==> src/rtl/fnd_pkg.sv <==
// Shared constants for the 4-digit 7-segment time display: active-low fonts,
// digit-index and view-mode encodings, and the tens/ones digit split.
package fnd_pkg;

   localparam logic [7:0] FONT_0     = 8'hC0;
   localparam logic [7:0] FONT_1     = 8'hF9;
   localparam logic [7:0] FONT_2     = 8'hA4;
   localparam logic [7:0] FONT_3     = 8'hB0;
   localparam logic [7:0] FONT_4     = 8'h99;
   localparam logic [7:0] FONT_5     = 8'h92;
   localparam logic [7:0] FONT_6     = 8'h82;
   localparam logic [7:0] FONT_7     = 8'hF8;
   localparam logic [7:0] FONT_8     = 8'h80;
   localparam logic [7:0] FONT_9     = 8'h90;
   localparam logic [7:0] FONT_DASH  = 8'hBF;
   localparam logic [7:0] FONT_BLANK = 8'hFF;

   localparam logic [3:0] CODE_DASH  = 4'd10;

   localparam logic [1:0] IDX_0 = 2'd0;
   localparam logic [1:0] IDX_1 = 2'd1;
   localparam logic [1:0] IDX_2 = 2'd2;
   localparam logic [1:0] IDX_3 = 2'd3;

   localparam logic MODE_HHMM = 1'b0;
   localparam logic MODE_SSCC = 1'b1;

   // Values above 99 cannot be shown in two digits and map to the dash code.
   function automatic logic [3:0] split_digit(input logic [6:0] v, input logic tens);
      logic [3:0] code;
      if (v > 7'd99) begin
         code = CODE_DASH;
      end else if (tens) begin
         code = 4'(v / 7'd10);
      end else begin
         code = 4'(v % 7'd10);
      end
      return code;
   endfunction

endpackage

==> src/rtl/fnd_font_decoder.sv <==
// Combinational digit-code to active-low segment pattern, with optional
// decimal point (bit 7 cleared when dp_i is set).
module fnd_font_decoder
   import fnd_pkg::*;
(
   input  logic [3:0] code_i,
   input  logic       dp_i,
   output logic [7:0] font_o
);

   logic [7:0] base_s;

   // Digit glyph lookup; unknown codes render blank.
   always_comb begin
      base_s = FONT_BLANK;
      case (code_i)
         4'd0:    base_s = FONT_0;
         4'd1:    base_s = FONT_1;
         4'd2:    base_s = FONT_2;
         4'd3:    base_s = FONT_3;
         4'd4:    base_s = FONT_4;
         4'd5:    base_s = FONT_5;
         4'd6:    base_s = FONT_6;
         4'd7:    base_s = FONT_7;
         4'd8:    base_s = FONT_8;
         4'd9:    base_s = FONT_9;
         4'd10:   base_s = FONT_DASH;
         default: base_s = FONT_BLANK;
      endcase
   end

   assign font_o = base_s & {~dp_i, 7'h7F};

endmodule

==> src/rtl/fnd_time_display.sv <==
// Time-multiplexed 4-digit common-anode display driver showing HH.MM or SS.CC
// from a per-frame snapshot of the time fields.
module fnd_time_display
   import fnd_pkg::*;
#(
   parameter int CLK_HZ  = 100_000_000,
   parameter int SCAN_HZ = 1_000
) (
   input  logic       i_clk,
   input  logic       i_reset_n,
   input  logic [5:0] i_hour,
   input  logic [5:0] i_min,
   input  logic [5:0] i_sec,
   input  logic [6:0] i_msec,
   input  logic       i_mode_sel,
   output logic [3:0] o_fnd_com,
   output logic [7:0] o_fnd_font
);

   localparam int DIV = CLK_HZ / SCAN_HZ;
   localparam int CW  = (DIV > 1) ? $clog2(DIV) : 1;

   if (DIV < 2) begin : g_div_check
      $error("fnd_time_display: CLK_HZ/SCAN_HZ must be at least 2");
   end

   logic [CW-1:0] cnt_q, cnt_d;
   logic [1:0]    idx_q, idx_d;
   logic          primed_q;
   logic [5:0]    snap_hour_q, snap_min_q, snap_sec_q;
   logic [6:0]    snap_msec_q;
   logic          snap_mode_q;
   logic [3:0]    com_q, com_d;
   logic [7:0]    font_q, font_d;

   logic          tick_s;
   logic          snap_load_s;
   logic [6:0]    sel_val_s;
   logic          sel_tens_s;
   logic          dp_s;
   logic [3:0]    code_s;
   logic [7:0]    dec_font_s;

   assign tick_s      = (cnt_q == CW'(DIV - 1));
   assign snap_load_s = ~primed_q | (tick_s & (idx_q == IDX_3));

   // Prescaler and digit-index advance.
   always_comb begin
      if (tick_s) begin
         cnt_d = '0;
         idx_d = idx_q + 2'd1;
      end else begin
         cnt_d = cnt_q + CW'(1);
         idx_d = idx_q;
      end
   end

   // Select which snapshot field and digit feed the current index.
   always_comb begin
      sel_val_s  = 7'd0;
      sel_tens_s = 1'b0;
      dp_s       = 1'b0;
      case ({snap_mode_q, idx_q})
         {MODE_HHMM, IDX_0}: begin sel_val_s = {1'b0, snap_min_q};  sel_tens_s = 1'b0; end
         {MODE_HHMM, IDX_1}: begin sel_val_s = {1'b0, snap_min_q};  sel_tens_s = 1'b1; end
         {MODE_HHMM, IDX_2}: begin
            sel_val_s  = {1'b0, snap_hour_q};
            sel_tens_s = 1'b0;
            dp_s       = (snap_msec_q < 7'd50);
         end
         {MODE_HHMM, IDX_3}: begin sel_val_s = {1'b0, snap_hour_q}; sel_tens_s = 1'b1; end
         {MODE_SSCC, IDX_0}: begin sel_val_s = snap_msec_q;         sel_tens_s = 1'b0; end
         {MODE_SSCC, IDX_1}: begin sel_val_s = snap_msec_q;         sel_tens_s = 1'b1; end
         {MODE_SSCC, IDX_2}: begin
            sel_val_s  = {1'b0, snap_sec_q};
            sel_tens_s = 1'b0;
            dp_s       = 1'b1;
         end
         {MODE_SSCC, IDX_3}: begin sel_val_s = {1'b0, snap_sec_q};  sel_tens_s = 1'b1; end
         default: begin sel_val_s = 7'd0; sel_tens_s = 1'b0; dp_s = 1'b0; end
      endcase
   end

   assign code_s = split_digit(sel_val_s, sel_tens_s);

   fnd_font_decoder u_font_decoder (
      .code_i (code_s),
      .dp_i   (dp_s),
      .font_o (dec_font_s)
   );

   // Keep the display dark until the first snapshot has been captured.
   always_comb begin
      if (primed_q) begin
         com_d  = ~(4'b0001 << idx_q);
         font_d = dec_font_s;
      end else begin
         com_d  = 4'b1111;
         font_d = FONT_BLANK;
      end
   end

   // Scan counters and registered outputs.
   always_ff @(posedge i_clk or negedge i_reset_n) begin
      if (!i_reset_n) begin
         cnt_q    <= '0;
         idx_q    <= IDX_0;
         primed_q <= 1'b0;
         com_q    <= 4'b1111;
         font_q   <= FONT_BLANK;
      end else begin
         cnt_q    <= cnt_d;
         idx_q    <= idx_d;
         primed_q <= 1'b1;
         com_q    <= com_d;
         font_q   <= font_d;
      end
   end

   // Frame snapshot: captured once after reset and at every frame wrap.
   always_ff @(posedge i_clk or negedge i_reset_n) begin
      if (!i_reset_n) begin
         snap_hour_q <= 6'd0;
         snap_min_q  <= 6'd0;
         snap_sec_q  <= 6'd0;
         snap_msec_q <= 7'd0;
         snap_mode_q <= MODE_HHMM;
      end else if (snap_load_s) begin
         snap_hour_q <= i_hour;
         snap_min_q  <= i_min;
         snap_sec_q  <= i_sec;
         snap_msec_q <= i_msec;
         snap_mode_q <= i_mode_sel;
      end else begin
         snap_hour_q <= snap_hour_q;
         snap_min_q  <= snap_min_q;
         snap_sec_q  <= snap_sec_q;
         snap_msec_q <= snap_msec_q;
         snap_mode_q <= snap_mode_q;
      end
   end

   assign o_fnd_com  = com_q;
   assign o_fnd_font = font_q;

endmodule

==> config.mk <==
export PLATFORM = sky130hd
export DESIGN_NAME = fnd_time_display
export DESIGN_NICKNAME = d
export VERILOG_FILES = /design/src/rtl/fnd_pkg.sv /design/src/rtl/fnd_font_decoder.sv /design/src/rtl/fnd_time_display.sv
export SDC_FILE = /design/constraint.sdc
export NUM_CORES = 1
export LEC_CHECK = 0
export CAP_MARGIN = 25
export CORE_ASPECT_RATIO = 0.8
export CORE_UTILIZATION = 35
export CTS_BUF_LIST = sky130_fd_sc_hd__clkbuf_2
export CTS_CLUSTER_DIAMETER = 30
export CTS_CLUSTER_SIZE = 14
export DETAILED_ROUTE_END_ITERATION = 8
export HOLD_SLACK_MARGIN = 0.12
export PLACE_DENSITY_LB_ADDON = 0.05
export REMOVE_ABC_BUFFERS = 1
export SLEW_MARGIN = 20
export SYNTH_ARGS = -nofsm -noshare
export SYNTH_HDL_FRONTEND = slang
export SYNTH_SLANG_ARGS = --single-unit
==> constraint.sdc <==
create_clock -name i_clk -period 6.6 [get_ports i_clk]
set_clock_uncertainty 0.2 [all_clocks]
set_input_delay 1.65 -clock i_clk [delete_from_list [all_inputs] [get_ports i_clk]]
set_output_delay 1.65 -clock i_clk [all_outputs]
set_load 0.1 [all_outputs]
==> results.cfg <==
[critical_path]
critPathLaunchType = flop
worst-path-max-fanout = 12
crit_family = compound AO/OA/AOI/OAI gates
arrival_ns = 6.33
path_class = reg -> reg
critPathSlowestCell = dfrtp_1
worst-path-buf-inv = 6
cpMostUsedCell = inv_1
required_ns = 6.80
cp-end-kind = flop
cp_slowest_stage_delay_ns = 0.45

[logic_synthesis]
yosys_warnings = 0
synth_top_flop_cell = dfrtp_1
yosysSeqAreaShare_pct = 40.3
synth.distinct_cells = 77
synth_cells = 341
synth_edf_count = 0
synth-seq-cells = 58
syn_area_per_cell_um2 = 10.7
synthArstFlopShare_pct = 100
synth_area_um2 = 3630

[global_route]
grt_max_degree = 59
grt_pass1_vias = 2712
grt_pass1_wl_um = 13900
antenna_found_initial = 0
track_usage_pct = 16.7
grt_overflow = 0

[timing]
hold_viol = 0
setup-tns-final_ns = 0
setup_viol = 0
fmax_ghz = 0.163
grt_setup_unrepaired = false
layout_setup_ws_ns = 0.472
fin_crit_sh_pct = 92.8
tightest_slew_ns = 0.971
fin_crit_ns = 6.13
slew_headroom_pct = 35.1
maxSlewViolCount = 0

[floorplan]
rows = 32
die_h_um = 93.2
fp.coreArea_um2 = 9850
die-area_um2 = 10800
io_pins = 40
initial_core_util_pct = 36.9
die_x_um = 116

[final_layout]
antenna_cells = 0
final_nets = 427
drive_gt1_share_pct = 25.8
mostFrequentLayoutCells = dfrtp_1, clkdlybuf4s50_1, mux2_2, nor2_1, nand2_1
fill_cells = 971
multi_input_area_um2 = 2030
area_growth_pct = 18.8
layout_commonest_cell = dfrtp_1
ff_latch_area_um2 = 1470

[power_and_ir_drop]
p_sw_uw = 516
power_density_nw_per_um2 = 291
peakVddDrop_uv = 89.9
seq_power_share_pct = 33.5
comb_power_share_pct = 45.8
switching_share_pct = 41.0
clock_power_share_pct = 20.7
p_int_uw = 742
p_leak_uw = 0.00177

[placement]
place_hpwl_um = 5820
dp_worst_setup_slack_ns = 0.182
place.gp.congestion = 0.839
port_buffers = 39

[drt]
ant_nets = 0
wl_per_cell_um = 15.5
drt_first_pass_iters = 4
first_iter_violations = 146
route.detailed.drc = 0
routed_wl_um = 8110
via_per_inst = 5.13
vias = 2686

[worst_hold_path]
hp-class = reg -> reg

[clock_network]
cts_sinks = 58
cts_buffers = 9
root_buffer = clkbuf_2
cts_tree = done
clkLatencyLatePin_ns = 0.48
htreeDepth = 3
clk_pin_slew_ns = 0.18
hold_buffers = 0
cts_max_path_buffers = 2

[flow_run]
drv_cap = 0

[outcome]
status = complete, no violations
## registers in the layout, indices dropped and copies added (netlist names)
signal       flops
cnt_q           17
idx_q            2
o_fnd_com        4
o_fnd_font       8
primed_q         1
snap_hour_q      6
snap_min_q       6
snap_mode_q      1
snap_msec_q      7
snap_sec_q       6
## final cells by class
type | instances | share of cell area, %
clock buffers | 10 | 1.16
repair buffers | 47 | 10.8
clock inverters | 6 | 1.88
multi-input cells | 253 | 47.1
flip-flops and latches | 58 | 34.0
inverters | 14 | 1.22
well taps | 136 | 3.94
## power groups by stage
stage	Combinational, µW	Sequential [µW]	Clock, µW
2_1_floorplan	315	551	0
3_3_place_gp	565	429	0
3_5_place_dp	568	429	0
4_1_cts	569	422	275
5_1_grt	621	425	290
6_report	576	422	260
## Yosys cell counts (all sizes together) (5+ instances only)
master  instances  area share, %
nor3            8            1.1
o21a            6            1.3
xnor2           8            1.9
inv            14            1.4
a31oi           7            1.6
nand2          23            2.4
ha             16            5.5
nor2           27            3.1
nand3          16            2.2
dfstp          12            8.7
dfrtp          46             32
a21oi          11            1.5
nor4            5            1.3
o21ai          13            2.1
mux2           28            8.8
buf            14            3.4
xor2            8            1.9
o31ai           6            1.5
## final timing paths
path,startpoint,to,slack [ns],depth (start not counted)
max,idx_q[0],o_fnd_font[3],0.47,30
min,cnt_q[4],cnt_q[4],0.28,1
max reg2reg,idx_q[0],o_fnd_font[3],0.47,30
min reg2reg,cnt_q[4],cnt_q[4],0.28,1
max in group asynchronous,i_reset_n,cnt_q[15],4.60,2
min in group asynchronous,i_reset_n,snap_msec_q[4],1.08,2
## through the flow
step / power, µW / cells / hold WS [ns] / utilization (%) / cell area [µm²]
3_5_place_dp: 997 / 508 / 0.271 / 42.0 / 4140
4_1_cts: 1270 / 524 / 0.293 / 43.3 / 4270
3_3_place_gp: 993 / 507 / 0.262 / 41.7 / 4110
5_1_grt: 1340 / 524 / 0.317 / 43.8 / 4320
6_report: 1260 / 524 / 0.285 / 43.8 / 4320
2_1_floorplan: 866 / 325 / 0.246 / - / 3500
## worst reg2reg max path: cells and delay by family, from the launching register on
kind | cells | cell delay [ns]
xor+xnor | 1 | 0.19
simple gates | 6 | 0.67
buf+inv | 6 | 0.57
mux | 1 | 0.28
compound gates | 11 | 2.49
fa+ha+maj | 5 | 1.22
flops | 1 | 0.45
## layer usage
metal	track usage [%]	part of all wire, %	up-vias
li1	-	-	1327
met1	24.4	54	1290
met2	23.8	42	63
met3	4.21	3.8	6
met4	5.34	0.70	0
met5	0	0	-
## cell families (layout without fill, tap and decap cells)
kind of cell	Yosys count	after routing	synth area share, %
AND/OR/NAND/NOR	112	112	17.8
AO/OA/AOI/OAI	76	76	17.3
flip-flops	58	58	40.3
multiplexers	32	32	9.98
buffers and inverters	30	77	5.09
adder cells (fa/ha/maj)	16	16	5.51
XOR/XNOR	16	16	3.86
other	1	1	0.103
## what timing repair did
| action | 4_1_cts | 5_1_grt |
|---|---|---|
| setup buffers | 0 | 0 |
| hold endpoints to repair | 0 | 0 |
| endpoints found under the setup margin | 0 | 7 |
| resized for setup | 0 | 9 |
Power figures use the tool's default switching activity.
